==> config.mk <==
export PLATFORM = sky130hd
export DESIGN_NAME = tcp_rx_slow_ctrl
export DESIGN_NICKNAME = d
export VERILOG_FILES = /design/src/rtl/tcp_rx_slow_ctrl.sv
export SDC_FILE = /design/constraint.sdc
export NUM_CORES = 1
export LEC_CHECK = 0
export CAP_MARGIN = 10
export CORE_UTILIZATION = 40
export CTS_BUF_LIST = sky130_fd_sc_hd__clkbuf_2 sky130_fd_sc_hd__clkbuf_4 sky130_fd_sc_hd__clkbuf_8
export CTS_CLUSTER_DIAMETER = 120
export DETAILED_ROUTE_END_ITERATION = 8
export PLACE_DENSITY = 0.77
export SYNTH_ARGS = -nofsm -noshare
export SYNTH_HDL_FRONTEND = slang
export SYNTH_SLANG_ARGS = --single-unit
==> constraint.sdc <==
create_clock -name clk -period 6.51 [get_ports clk]
set_input_delay 0.651 -clock clk [delete_from_list [all_inputs] [get_ports clk]]
set_output_delay 0.651 -clock clk [all_outputs]
set_load 0.03 [all_outputs]
==> src/rtl/tcp_rx_slow_ctrl.sv <==
// Control FSM for the TCP RX slow path: sequences one packet at a time through
// CAM lookup, optional flowid allocation, flow-state read/calc and writeback.
module tcp_rx_slow_ctrl #(
  parameter int unsigned CNT_W = 32
) (
  input  logic             clk,
  input  logic             rst,
  input  logic             src_rx_hdr_val,
  input  logic [7:0]       rx_tcp_flags,
  output logic             src_rx_hdr_rdy,
  output logic             ctrl_datap_save_input,
  output logic             store_flowid_cam,
  output logic             store_flowid_manager,
  output logic             ctrl_datap_save_flow_state,
  output logic             ctrl_datap_save_calcs,
  output logic             read_flow_cam_val,
  input  logic             read_flow_cam_resp_val,
  input  logic             read_flow_cam_hit,
  output logic             flowid_manager_req,
  input  logic             flowid_manager_avail,
  output logic             flow_state_rd_req_val,
  input  logic             flow_state_rd_resp_val,
  output logic             flow_state_wr_req_val,
  input  logic             flow_state_wr_req_rdy,
  output logic             rx_sched_update_val,
  input  logic             rx_sched_update_rdy,
  output logic             tcp_rx_dst_hdr_val,
  input  logic             tcp_rx_dst_rdy,
  output logic             new_flow_val,
  input  logic             new_flow_rdy,
  output logic             app_new_flow_notif_val,
  input  logic             app_new_flow_notif_rdy,
  output logic             slow_path_send_pkt_enqueue_val,
  input  logic             slow_path_send_pkt_enqueue_rdy,
  output logic [CNT_W-1:0] pkt_drop_cnt,
  output logic [CNT_W-1:0] new_flow_cnt
);

  typedef enum logic [3:0] {
    S_READY, S_CAM_REQ, S_CAM_WAIT, S_ALLOC, S_ST_RD,
    S_ST_WAIT, S_CALC, S_WB, S_NF_OUT, S_DROP
  } state_e;

  state_e           state_q, state_d;
  logic [2:0]       done_q, done_d;
  logic [7:0]       flags_q, flags_d;
  logic [CNT_W-1:0] drop_cnt_q, drop_cnt_d;
  logic [CNT_W-1:0] nf_cnt_q, nf_cnt_d;

  logic       syn_flag, ack_flag, in_multi;
  logic [2:0] multi_rdy, multi_val, multi_fire;
  logic       all_done;

  // Flags are latched at accept so the classification does not depend on the source holding them.
  assign syn_flag = flags_q[1];
  assign ack_flag = flags_q[4];

  // WB and NF_OUT share the three done bits; only the responder set differs.
  assign in_multi   = (state_q == S_WB) || (state_q == S_NF_OUT);
  assign multi_rdy  = (state_q == S_WB)
                    ? {tcp_rx_dst_rdy, rx_sched_update_rdy, flow_state_wr_req_rdy}
                    : {slow_path_send_pkt_enqueue_rdy, app_new_flow_notif_rdy, new_flow_rdy};
  assign multi_val  = (in_multi && !rst) ? ~done_q : 3'b000;
  assign multi_fire = multi_val & multi_rdy;
  assign all_done   = &(done_q | multi_fire);

  assign pkt_drop_cnt = drop_cnt_q;
  assign new_flow_cnt = nf_cnt_q;

  always_ff @(posedge clk) begin
    if (rst) begin
      state_q    <= S_READY;
      done_q     <= 3'b000;
      flags_q    <= 8'h00;
      drop_cnt_q <= '0;
      nf_cnt_q   <= '0;
    end else begin
      state_q    <= state_d;
      done_q     <= done_d;
      flags_q    <= flags_d;
      drop_cnt_q <= drop_cnt_d;
      nf_cnt_q   <= nf_cnt_d;
    end
  end

  always_comb begin
    state_d                        = state_q;
    done_d                         = done_q;
    flags_d                        = flags_q;
    drop_cnt_d                     = drop_cnt_q;
    nf_cnt_d                       = nf_cnt_q;
    src_rx_hdr_rdy                 = 1'b0;
    ctrl_datap_save_input          = 1'b0;
    store_flowid_cam               = 1'b0;
    store_flowid_manager           = 1'b0;
    ctrl_datap_save_flow_state     = 1'b0;
    ctrl_datap_save_calcs          = 1'b0;
    read_flow_cam_val              = 1'b0;
    flowid_manager_req             = 1'b0;
    flow_state_rd_req_val          = 1'b0;
    flow_state_wr_req_val          = 1'b0;
    rx_sched_update_val            = 1'b0;
    tcp_rx_dst_hdr_val             = 1'b0;
    new_flow_val                   = 1'b0;
    app_new_flow_notif_val         = 1'b0;
    slow_path_send_pkt_enqueue_val = 1'b0;

    unique case (state_q)
      S_READY: begin
        src_rx_hdr_rdy = 1'b1;
        if (src_rx_hdr_val) begin
          ctrl_datap_save_input = 1'b1;
          flags_d               = rx_tcp_flags;
          state_d               = S_CAM_REQ;
        end
      end
      S_CAM_REQ: begin
        read_flow_cam_val = 1'b1;
        state_d           = S_CAM_WAIT;
      end
      S_CAM_WAIT: begin
        if (read_flow_cam_resp_val) begin
          if (read_flow_cam_hit && !syn_flag) begin
            store_flowid_cam = 1'b1;
            state_d          = S_ST_RD;
          end else if (!read_flow_cam_hit && syn_flag && !ack_flag) begin
            state_d = S_ALLOC;
          end else begin
            state_d = S_DROP;
          end
        end
      end
      S_ALLOC: begin
        flowid_manager_req = 1'b1;
        if (flowid_manager_avail) begin
          store_flowid_manager = 1'b1;
          done_d               = 3'b000;
          state_d              = S_NF_OUT;
        end else begin
          state_d = S_DROP;
        end
      end
      S_ST_RD: begin
        flow_state_rd_req_val = 1'b1;
        state_d               = S_ST_WAIT;
      end
      S_ST_WAIT: begin
        if (flow_state_rd_resp_val) begin
          ctrl_datap_save_flow_state = 1'b1;
          state_d                    = S_CALC;
        end
      end
      S_CALC: begin
        ctrl_datap_save_calcs = 1'b1;
        done_d                = 3'b000;
        state_d               = S_WB;
      end
      S_WB: begin
        flow_state_wr_req_val = multi_val[0];
        rx_sched_update_val   = multi_val[1];
        tcp_rx_dst_hdr_val    = multi_val[2];
        done_d                = done_q | multi_fire;
        if (all_done) state_d = S_READY;
      end
      S_NF_OUT: begin
        new_flow_val                   = multi_val[0];
        app_new_flow_notif_val         = multi_val[1];
        slow_path_send_pkt_enqueue_val = multi_val[2];
        done_d                         = done_q | multi_fire;
        if (all_done) begin
          if (!(&nf_cnt_q)) nf_cnt_d = nf_cnt_q + CNT_W'(1);
          state_d = S_READY;
        end
      end
      S_DROP: begin
        if (!(&drop_cnt_q)) drop_cnt_d = drop_cnt_q + CNT_W'(1);
        state_d = S_READY;
      end
      default: state_d = S_READY;
    endcase

    // Nothing handshakes or strobes while reset is held, whatever the current state.
    if (rst) begin
      src_rx_hdr_rdy                 = 1'b0;
      ctrl_datap_save_input          = 1'b0;
      store_flowid_cam               = 1'b0;
      store_flowid_manager           = 1'b0;
      ctrl_datap_save_flow_state     = 1'b0;
      ctrl_datap_save_calcs          = 1'b0;
      read_flow_cam_val              = 1'b0;
      flowid_manager_req             = 1'b0;
      flow_state_rd_req_val          = 1'b0;
    end
  end

endmodule
# Word level (Yosys, flattened, before mapping)
# Cells that the tools add are included.
[totals]
regBits = 76
input_bits = 21
[op_classes]
addsub = 2
eq_ne = 14
n_mux = 41
n_bitwise = 5
n_reduce_logical = 20
[op_table]
columns = ["operator", "count"]
rows = [
  ["$add 32x1->32 const B", 2],
  ["$reduce_and 32->1", 2],
  ["$pmux 4 s8", 1],
  ["$mux 1", 30],
  ["$mux 4", 6],
  ["$eq 4x3->1 const B", 4],
  ["$mux 3", 3],
  ["$pmux 3 s3", 1],
  ["$eq 4x2->1 const B", 2],
  ["$eq 4x4->1 const B", 2],
  ["$ne 2x2->1 const B", 4],
  ["$reduce_and 2->1", 3],
  ["$reduce_and 5->1", 1],
  ["$eq 4x1->1 const B", 1],
  ["$logic_and 1x1->1", 4],
  ["$logic_not 1->1", 4],
  ["$logic_not 4->1", 1],
  ["$reduce_and 4->1", 1],
  ["$and 3x3->3", 1],
  ["$not 3->3", 1],
  ["$or 3x3->3", 1],
  ["$reduce_and 3->1", 1],
  ["$reduce_bool 3->1", 1],
  ["$ne 2x1->1 const B", 1],
  ["3 further kinds", 4],
]

# Depth between registers and ports, before layout
# Gate-level depths: netlist (run 1).
[logic_depth]
ltp_word = 9
mapped_depth = 11
depth_no_buf = 7

# Worst setup path after synthesis (run 1)
# Ideal clock, no wire load.
[synth_timing]
path_kind = "input-to-output"
start = "in rst"
end = "out ctrl_datap_save_calcs"
arrival_time_ps = 2202
path_slack_ps = 3657
cell_stages = 4
n_path_buf = 3
cell_sequence = "clkbuf_1 clkbuf_1 clkbuf_1 nor4_1"
[synth_between]
elab_chain_cells = 1
[synth_lines]
columns = ["element", "line_no", "text"]
rows = [
  ["start: declaration", "7", "input logic rst,"],
  ["$mux 1", "183", "if (rst) begin"],
  ["end: declaration", "15", "output logic ctrl_datap_save_calcs,"],
]
# No other way between the ends.

# Final worst setup path (run 1)
[layout_timing]
start = "reg state_q[3]"
end = "out slow_path_send_pkt_enqueue_val"
[layout_between]
elab_chain_cells = 5
elab_cells_between_ends = 6
[layout_lines]
columns = ["element", "line_no", "text"]
rows = [
  ["start: declaration", "44", "state_e state_q, state_d;"],
  ["start signal: assignment", "78", "state_q <= state_d;"],
  ["$eq 4x3->1 / $eq 4x4->1 (equally long branches)", "59, 108", ""],
  ["$logic_or 1x1->1", "59", "assign in_multi = (state_q == S_WB) || (state_q == S_NF_OUT);"],
  ["$logic_and 1x1->1", "63", "assign multi_val = (in_multi && !rst) ? ~done_q : 3'b000;"],
  ["$mux 3", "63", ""],
  ["$mux 1 *", "108", "unique case (state_q)"],
  ["end: declaration", "33", "output logic slow_path_send_pkt_enqueue_val,"],
]
# Mark *: on every way between the ends. The rest lies on a longest branch, timed or not.

==> impl_metrics.py, run 1 <==
metrics = {
    "outcome": {
        "status": "finished, final reports clean",
    },
    "clock_tree": {
        "clock_sinks": 73,
        "cts_resized": 0,
        "hold_buffers": 0,
        "path_clk_slew_ns": 0.08,
        "cts_setup_buffers": 0,
        "htreeDepth": 3,
        "cts_made_buffers": 9,
        "cts-root-buf": "clkbuf_8",
        "clockBufferDepth": 2,
        "cts_tree": "yes",
        "insertion_delay_ns": 0.36,
    },
    "logic_synthesis": {
        "seq_area_frac_synth_pct": 37.4,
        "synth_common_cells": "dfxtp_1 (73), nor2_1 (59), a21oi_1 (39), nand2_1 (36), xnor2_1 (30)",
        "async_reset_ff_share_pct": 0,
        "synth-edff-count": 0,
        "ys_warn_count": 0,
        "synth_top_area_share_pct": 37.4,
        "ys_types": 46,
        "syn-num-nets": 513,
        "synth_cells": 490,
        "yosysTopAreaCell": "dfxtp_1",
        "synth-main-ff-cell": "dfxtp_1",
        "ys_ff_latch": 73,
        "synth.area.top_cells": "dfxtp_1 (37%), xnor2_1 (6.7%), nor2_1 (5.7%)",
        "syn_avg_cell_area_sq_um": 7.97,
        "synthesis.area_sq_um": 3900,
        "yosysMostFrequentCell": "dfxtp_1",
    },
    "drt": {
        "wirelength_mm": 10.2,
        "drt.antenna.violating_nets": 0,
        "num_vias": 3929,
        "drt_iter0_drc": 188,
        "wire_per_inst_um": 14.4,
        "viasPerCell": 5.57,
        "route.detailed.drc": 0,
        "first_pass_iters": 4,
    },
    "pwr": {
        "total_leakage_power_nw": 1.62,
        "max-vdd-ir-drop_uv": 101,
        "p_total_w": 0.000981,
        "p_per_area_nw_per_um2": 193,
    },
    "placement": {
        "place_inst": 690,
        "port_buffers": 93,
        "hpwl_mm": 7.22,
        "gp_congestion": 0.845,
    },
    "sta": {
        "hold_viol": 0,
        "max_freq_mhz": 298,
        "setup_violations": 0,
        "fin_setup_tns_ns": 0,
        "finClkSkew_ns": 0.0118,
        "relSlewSlack_pct": 31.7,
        "period_share_pct": 51.6,
        "whs_ns": 0.463,
        "rsz0062_at_grt": "no",
        "tightest_slew_ns": 1.02,
        "drv_slew": 0,
        "period_needed_ns": 3.36,
    },
    "global_routing": {
        "grt_pass1_vias": 3633,
        "busiest_layer": "met2",
        "grt.total_usage_pct": 20.7,
        "grt_use_met1_pct": 25.6,
        "met2_usage_pct": 35.6,
        "grt_pass1_wl_mm": 17.0,
        "use_met3_pct": 5.62,
        "grt_antenna_before_repair": 0,
        "grt_max_degree": 61,
        "gr-total-overflow": 0,
    },
    "worst_hold_path": {
        "min_path_type": "reg -> reg",
    },
    "setup_path": {
        "worstPathArrival_ns": 2.71,
        "start_kind": "flop",
        "crit_required_ns": 5.86,
        "critPathCaptureType": "output pin",
        "crit_type": "reg -> out",
        "crit_fanout": 15,
    },
    "die": {
        "pin_count": 100,
        "core_sq_um": 9330,
        "core.rowCount": 35,
        "die_x_um": 101,
        "die_height_um": 101,
        "die_area_sq_um": 10200,
        "start_util_pct": 41.9,
    },
    "layout": {
        "diodes": 0,
        "fin_nets": 595,
        "drive_above_1_share_pct": 6.24,
        "fin_cells": 706,
        "syn_to_final_growth_pct": 30.3,
    },
    "run": {
        "cap_violations": 0,
    },
}
## final cells by class
class | instances | area [sq um]
well taps | 129 | 161
flip-flops and latches | 73 | 1460
fillers | 899 | 4240
multi-input cells | 382 | 2290
repair buffers | 97 | 956
clock buffers | 10 | 138
clock inverters | 6 | 42.5
inverters | 9 | 33.8
## layout by cell type, fill, tap and decap left out, types with 11 or more instances in the layout
cell type / n
xnor2_1: 30
nor3_1: 13
nand2_1: 36
o21ai_0: 25
nor4_1: 17
nand3_1: 28
a21oi_1: 39
nor2_1: 59
clkdlybuf4s50_1: 92
nand4_1: 15
or3_1: 21
and4_1: 11
dfxtp_1: 73
## where the power goes
part / switching, W / internal [W]
sequential: 0.0000335 / 0.000458
clock: 0.000182 / 0.000149
combinational: 0.0000876 / 0.0000710
## logic make-up (layout without fill, tap and decap cells)
family	Yosys count	in the layout	synth area share (%)
simple gates	259	259	36.1
compound gates	79	79	11.9
flops	73	73	37.4
xor+xnor	31	31	6.96
buf+inv	35	122	3.97
mux	11	11	2.98
fa+ha+maj	2	2	0.641
## stage by stage
stage | area, sq um | util [%] | worst slack [ns]
6_report | 5090 | 54.5 | 3.15
5_1_grt | 5090 | 54.5 | 3.02
4_1_cts | 5090 | 54.5 | 3.15
3_5_place_dp | 4910 | 52.6 | 2.97
3_3_place_gp | 4910 | 52.6 | 3.02
2_1_floorplan | 3900 | - | 3.66
## metal layers
metal | wire length (um) | share of wire (%) | up-vias
li1 | - | - | 1934
met1 | 4380 | 43 | 1853
met2 | 4990 | 49 | 132
met3 | 722 | 7.1 | 10
met4 | 79 | 0.78 | 0
met5 | 0 | 0 | -
## final timing paths
check	startpoint	depth (start not counted)	slack (ns)	end
min	flags_q[1]	2	0.46	flags_q[1]
max	state_q[3]	4	3.15	slow_path_send_pkt_enqueue_val
max reg2reg	state_q[0]	7	3.41	new_flow_cnt[17]
min reg2reg	flags_q[1]	2	0.46	flags_q[1]
## sequential cells by signal (all words and copies together), names as in the netlist
| name | cells |
|---|---|
| done_q | 3 |
| state_q | 4 |
| pkt_drop_cnt | 32 |
| new_flow_cnt | 32 |
| flags_q | 2 |
## critical path, cell delays in order (launching register included)
cell             delay (ns)
dfxtp_1                0.61
or4b_4                 0.59
or2_2                  0.34
nor2_1                 0.12
clkdlybuf4s50_1        0.70
No activity file was read; power rests on OpenSTA's default activity.
==> inputs of run 2 (changes only) <==
PLACE_DENSITY = 0.8   (was 0.77)
clock period = 2.9 ns   (was 6.51 ns; I/O delays follow)
==> run 2 against run 1 <==
Combinational power increased to 2.8 times the previous value; first-iteration DRC count unchanged; global-route usage decreased by 0.50 points; clock power increased by 130%; routed wire length about the same; utilization increased by 0.82 points; sequential power increased by 110%; critical path depth increased by 3; via count decreased by 0.20%; non-clock buffer count increased by 8; final cell count increased by 1.1%.
==> impl_metrics.py, run 2 (same netlist as run 1, synthesis figures left out) <==
metrics = {
    "outcome": {
        "status": "finished, final reports clean",
    },
    "clock_tree": {
        "cts_setup_buffers": 0,
        "cts_made_buffers": 9,
        "cts_resized": 0,
        "hold_buffers": 0,
        "insertion_delay_ns": 0.35,
        "cts_tree": "yes",
        "cts-root-buf": "clkbuf_8",
        "clock_sinks": 73,
        "path_clk_slew_ns": 0.09,
        "htreeDepth": 3,
        "clockBufferDepth": 2,
    },
    "setup_path": {
        "crit_family": "simple AND/OR/NAND/NOR gates",
        "critPathCaptureType": "flop",
        "max_stage_delay_ns": 0.59,
        "slowest_stage": "or4b_4",
        "worstPathArrival_ns": 3.00,
        "crit_required_ns": 3.15,
        "crit-reg2reg-launch": "state_q[1]",
        "reg2reg_to": "new_flow_cnt[22]",
        "rrSetupSlack_ns": 0.14,
        "crit_type": "reg -> reg",
        "r2r_cells": 7,
        "start_kind": "flop",
        "crit_fanout": 51,
        "path_cells": "or4b_4 > o32ai_4 > o32ai_2 > or3_1 > buf_12 > nor4_1 > mux2_2",
        "path_buf_inv": 1,
    },
    "drt": {
        "drt_iter0_drc": 188,
        "route.detailed.drc": 0,
        "first_pass_iters": 5,
        "num_vias": 3921,
        "wire_per_inst_um": 14.2,
        "drt.antenna.violating_nets": 0,
        "viasPerCell": 5.49,
        "wirelength_mm": 10.2,
    },
    "pwr": {
        "p_total_w": 0.00225,
        "max-vdd-ir-drop_uv": 201,
        "total_leakage_power_nw": 1.66,
        "p_per_area_nw_per_um2": 435,
    },
    "sta": {
        "period_needed_ns": 2.76,
        "fin_setup_tns_ns": 0,
        "relSlewSlack_pct": 54.8,
        "period_share_pct": 95.0,
        "finClkSkew_ns": 0.0124,
        "setup_violations": 0,
        "drv_slew": 0,
        "hold_viol": 0,
        "rsz0062_at_grt": "no",
        "tightest_slew_ns": 0.678,
        "max_freq_mhz": 363,
    },
    "die": {
        "die_height_um": 101,
        "start_util_pct": 41.9,
        "core.rowCount": 35,
        "die_x_um": 101,
        "core_sq_um": 9330,
        "die_area_sq_um": 10200,
        "pin_count": 100,
    },
    "placement": {
        "gp_congestion": 0.889,
        "port_buffers": 93,
        "hpwl_mm": 7.16,
    },
    "layout": {
        "mostFrequentLayoutCells": "clkdlybuf4s50_1 (92), dfxtp_1 (73), nor2_1 (59)",
        "final_common_cell": "clkdlybuf4s50_1",
        "syn_to_final_growth_pct": 32.2,
        "utilization_pct": 55.3,
        "diodes": 0,
        "seqCellArea_sq_um": 1460,
        "fillCellCount": 861,
        "multi_input_area_sq_um": 2290,
        "fin_nets": 603,
        "drive_above_1_share_pct": 7.52,
    },
    "global_routing": {
        "grt_pass1_wl_mm": 16.5,
        "grt_antenna_before_repair": 0,
        "grt_max_degree": 64,
        "gr-total-overflow": 0,
        "grt.total_usage_pct": 20.2,
        "grt_pass1_vias": 3605,
    },
    "worst_hold_path": {
        "min_path_type": "in -> reg",
        "hold_end": "done_q[1]",
        "whs_path_depth": 2,
        "worstHoldStart": "rst",
    },
    "run": {
        "cap_violations": 0,
    },
}
-- run 2: cell type report --
type | instances | share of cell area (%)
Sequential cell | 73 | 28.3
Clock inverter | 7 | 1.16
Clock buffer | 9 | 2.40
Tap cell | 129 | 3.13
Inverter | 9 | 0.654
Timing Repair Buffer | 105 | 19.9
Multi-Input combinational cell | 382 | 44.4
-- run 2: worst max-delay path by stage --
stage / to / slack [ns] / cells after the start / from
finish: new_flow_cnt[22] / 0.14 / 7 / state_q[1]
global route: new_flow_cnt[22] / 0.06 / 7 / state_q[1]
CTS: new_flow_cnt[22] / 0.15 / 7 / state_q[1]
detailed placement: new_flow_cnt[22] / 0.15 / 7 / state_q[1]
global placement: new_flow_cnt[22] / 0.23 / 7 / state_q[1]
floorplan: new_flow_cnt[17] / 0.21 / 10 / state_q[0]
-- run 2: layer usage --
| metal | part of all wire, % | routed length (um) | track usage [%] | vias up |
|---|---|---|---|---|
| met5 | 0 | 0 | 0 | - |
| met4 | 0.75 | 76 | 4.35 | 0 |
| met3 | 6.1 | 620 | 5.06 | 8 |
| met2 | 47 | 4810 | 34.1 | 123 |
| met1 | 46 | 4660 | 26.0 | 1846 |
| li1 | - | - | - | 1944 |
-- run 2: worst register-to-register path, stage by stage (launching register included) --
cell	delay, ns
dfxtp_1	0.32
or4b_4	0.59
o32ai_4	0.25
o32ai_2	0.18
or3_1	0.42
buf_12	0.19
nor4_1	0.33
mux2_2	0.37
-- run 2: stage by stage --
step / hold slack [ns] / std cells / cell area [sq um] / setup slack [ns]
2_1_floorplan: 0.432 / 490 / 3900 / 0.206
3_3_place_gp: 0.448 / 698 / 4980 / 0.233
3_5_place_dp: 0.444 / 698 / 4980 / 0.153
4_1_cts: 0.278 / 714 / 5160 / 0.148
5_1_grt: 0.298 / 714 / 5160 / 0.0579
6_report: 0.293 / 714 / 5160 / 0.145
-- run 2: power by group --
part           total, W  switching, W  internal (W)
clock network  0.000760      0.000434      0.000325
registers       0.00104     0.0000140       0.00103
logic          0.000446      0.000263      0.000183
==> inputs of run 3 (changes only) <==
REMOVE_ABC_BUFFERS = 1   (was unset)
==> run 3 against run 2 <==
Die area unchanged; routed wire length up 3.3%; sequential power about the same; clock power up 22%; via count up 0.66%; final cell count down 0.14%; cell area up 0.82%; non-clock buffer count down 1; combinational power about the same; fmax up 1.0%; total power up 7.7%; flip-flop and latch count unchanged; critical endpoint is now new_flow_cnt[17].
==> impl_metrics.py, run 3 (same netlist as run 1, synthesis figures left out) <==
metrics = {
    "setup_path": {
        "crit_type": "reg -> reg",
        "path_cells": "or4b_4 > o32ai_4 > o32ai_2 > or3_1 > buf_12 > nor4_1 > mux2_2",
        "critPathCaptureType": "flop",
        "worstPathArrival_ns": 2.97,
        "crit_fanout": 51,
        "start_kind": "flop",
        "reg2reg_to": "new_flow_cnt[17]",
        "rrSetupSlack_ns": 0.17,
        "crit_required_ns": 3.14,
        "r2r_cells": 7,
        "max_stage_delay_ns": 0.59,
        "crit_path_start": "state_q[1]",
        "crit_end": "new_flow_cnt[17]",
        "crit-reg2reg-launch": "state_q[1]",
        "slowest_stage": "or4b_4",
    },
    "layout": {
        "mostFrequentLayoutCells": "clkdlybuf4s50_1 (92), dfxtp_1 (73), nor2_1 (59)",
        "multi_input_area_sq_um": 2290,
        "diodes": 0,
        "fin_cells": 713,
        "syn_to_final_growth_pct": 33.3,
        "seqCellArea_sq_um": 1460,
        "final_common_cell": "clkdlybuf4s50_1",
        "fin_nets": 602,
        "utilization_pct": 55.8,
        "drive_above_1_share_pct": 7.36,
        "fillCellCount": 881,
    },
    "die": {
        "die_x_um": 101,
        "start_util_pct": 41.9,
        "die_height_um": 101,
        "die_area_sq_um": 10200,
        "pin_count": 100,
        "core_sq_um": 9330,
        "core.rowCount": 35,
    },
    "global_routing": {
        "gr-total-overflow": 0,
        "grt_antenna_before_repair": 0,
        "grt_pass1_wl_mm": 17.7,
        "grt_pass1_vias": 3700,
        "grt.total_usage_pct": 21.7,
        "grt_max_degree": 70,
    },
    "sta": {
        "period_needed_ns": 2.73,
        "setup_violations": 0,
        "tightest_slew_ns": 0.856,
        "max_freq_mhz": 367,
        "period_share_pct": 94.1,
        "whs_ns": 0.368,
        "hold_viol": 0,
        "relSlewSlack_pct": 42.5,
        "finClkSkew_ns": 0.0109,
        "rsz0062_at_grt": "no",
        "drv_slew": 0,
        "setup_ws_ns": 0.172,
    },
    "placement": {
        "port_buffers": 93,
        "hpwl_mm": 7.44,
        "place_inst": 697,
        "gp_congestion": 0.856,
        "place_ws_ns": 0.194,
    },
    "clock_tree": {
        "path_clk_slew_ns": 0.08,
        "htreeDepth": 3,
        "clockBufferDepth": 2,
        "cts-root-buf": "clkbuf_8",
        "cts_tree": "yes",
        "cts_made_buffers": 9,
        "hold_buffers": 0,
        "cts_setup_buffers": 0,
        "clock_sinks": 73,
        "cts_resized": 0,
        "insertion_delay_ns": 0.35,
    },
    "outcome": {
        "status": "finished, final reports clean",
    },
    "drt": {
        "wirelength_mm": 10.5,
        "wire_per_inst_um": 14.7,
        "first_pass_iters": 5,
        "viasPerCell": 5.54,
        "drt.antenna.violating_nets": 0,
        "num_vias": 3947,
        "route.detailed.drc": 0,
        "drt_iter0_drc": 332,
    },
    "pwr": {
        "total_leakage_power_nw": 1.68,
        "max-vdd-ir-drop_uv": 270,
        "p_total_w": 0.00242,
        "p_per_area_nw_per_um2": 465,
    },
    "run": {
        "cap_violations": 0,
    },
    "worst_hold_path": {
        "min_path_type": "in -> reg",
    },
}
==> run 3: stage by stage <==
step / cell area [sq um] / TNS [ns]
2_1_floorplan: 3780 / -0.569
5_1_grt: 5200 / 0
3_5_place_dp: 4970 / 0
3_3_place_gp: 4970 / 0
4_1_cts: 5200 / 0
6_report: 5200 / 0
==> run 3: worst min path at each step <==
stage,start,to,slack (ns),cells past startpoint
6_report,rst,done_q[1],0.37,2
2_1_floorplan,rst,flags_q[1],0.36,1
4_1_cts,rst,done_q[1],0.34,2
3_5_place_dp,flags_q[1],flags_q[1],0.47,2
5_1_grt,rst,done_q[1],0.38,2
3_3_place_gp,flags_q[4],flags_q[4],0.45,2
==> run 3: layout make-up <==
class | instances | share of cell area (%)
Clock inverter | 4 | 1.44
Tap cell | 129 | 3.10
Inverter | 9 | 0.649
Multi-Input combinational cell | 382 | 44.1
Timing Repair Buffer | 104 | 19.6
Sequential cell | 73 | 28.1
Clock buffer | 12 | 3.05
==> run 3: worst max-delay path, delay by kind of cell, from the launching register on <==
kind	cells	cell delay, ns
simple gates	3	1.30
compound gates	2	0.42
mux	1	0.37
flops	1	0.31
buf+inv	1	0.20
==> run 3: metal layers <==
metal | GRT usage (%) | vias up | wire length, um
met3 | 3.95 | 10 | 638
met1 | 28.6 | 1869 | 4530
met4 | 7.02 | 0 | 117
li1 | - | 1939 | -
met2 | 35.8 | 129 | 5220
met5 | 0 | - | 0
==> run 3: where the power goes <==
part	leakage (nW)	internal (W)	switching, W
clock network	0.112	0.000542	0.000387
registers	0.588	0.00103	0.0000148
logic	0.980	0.000183	0.000265
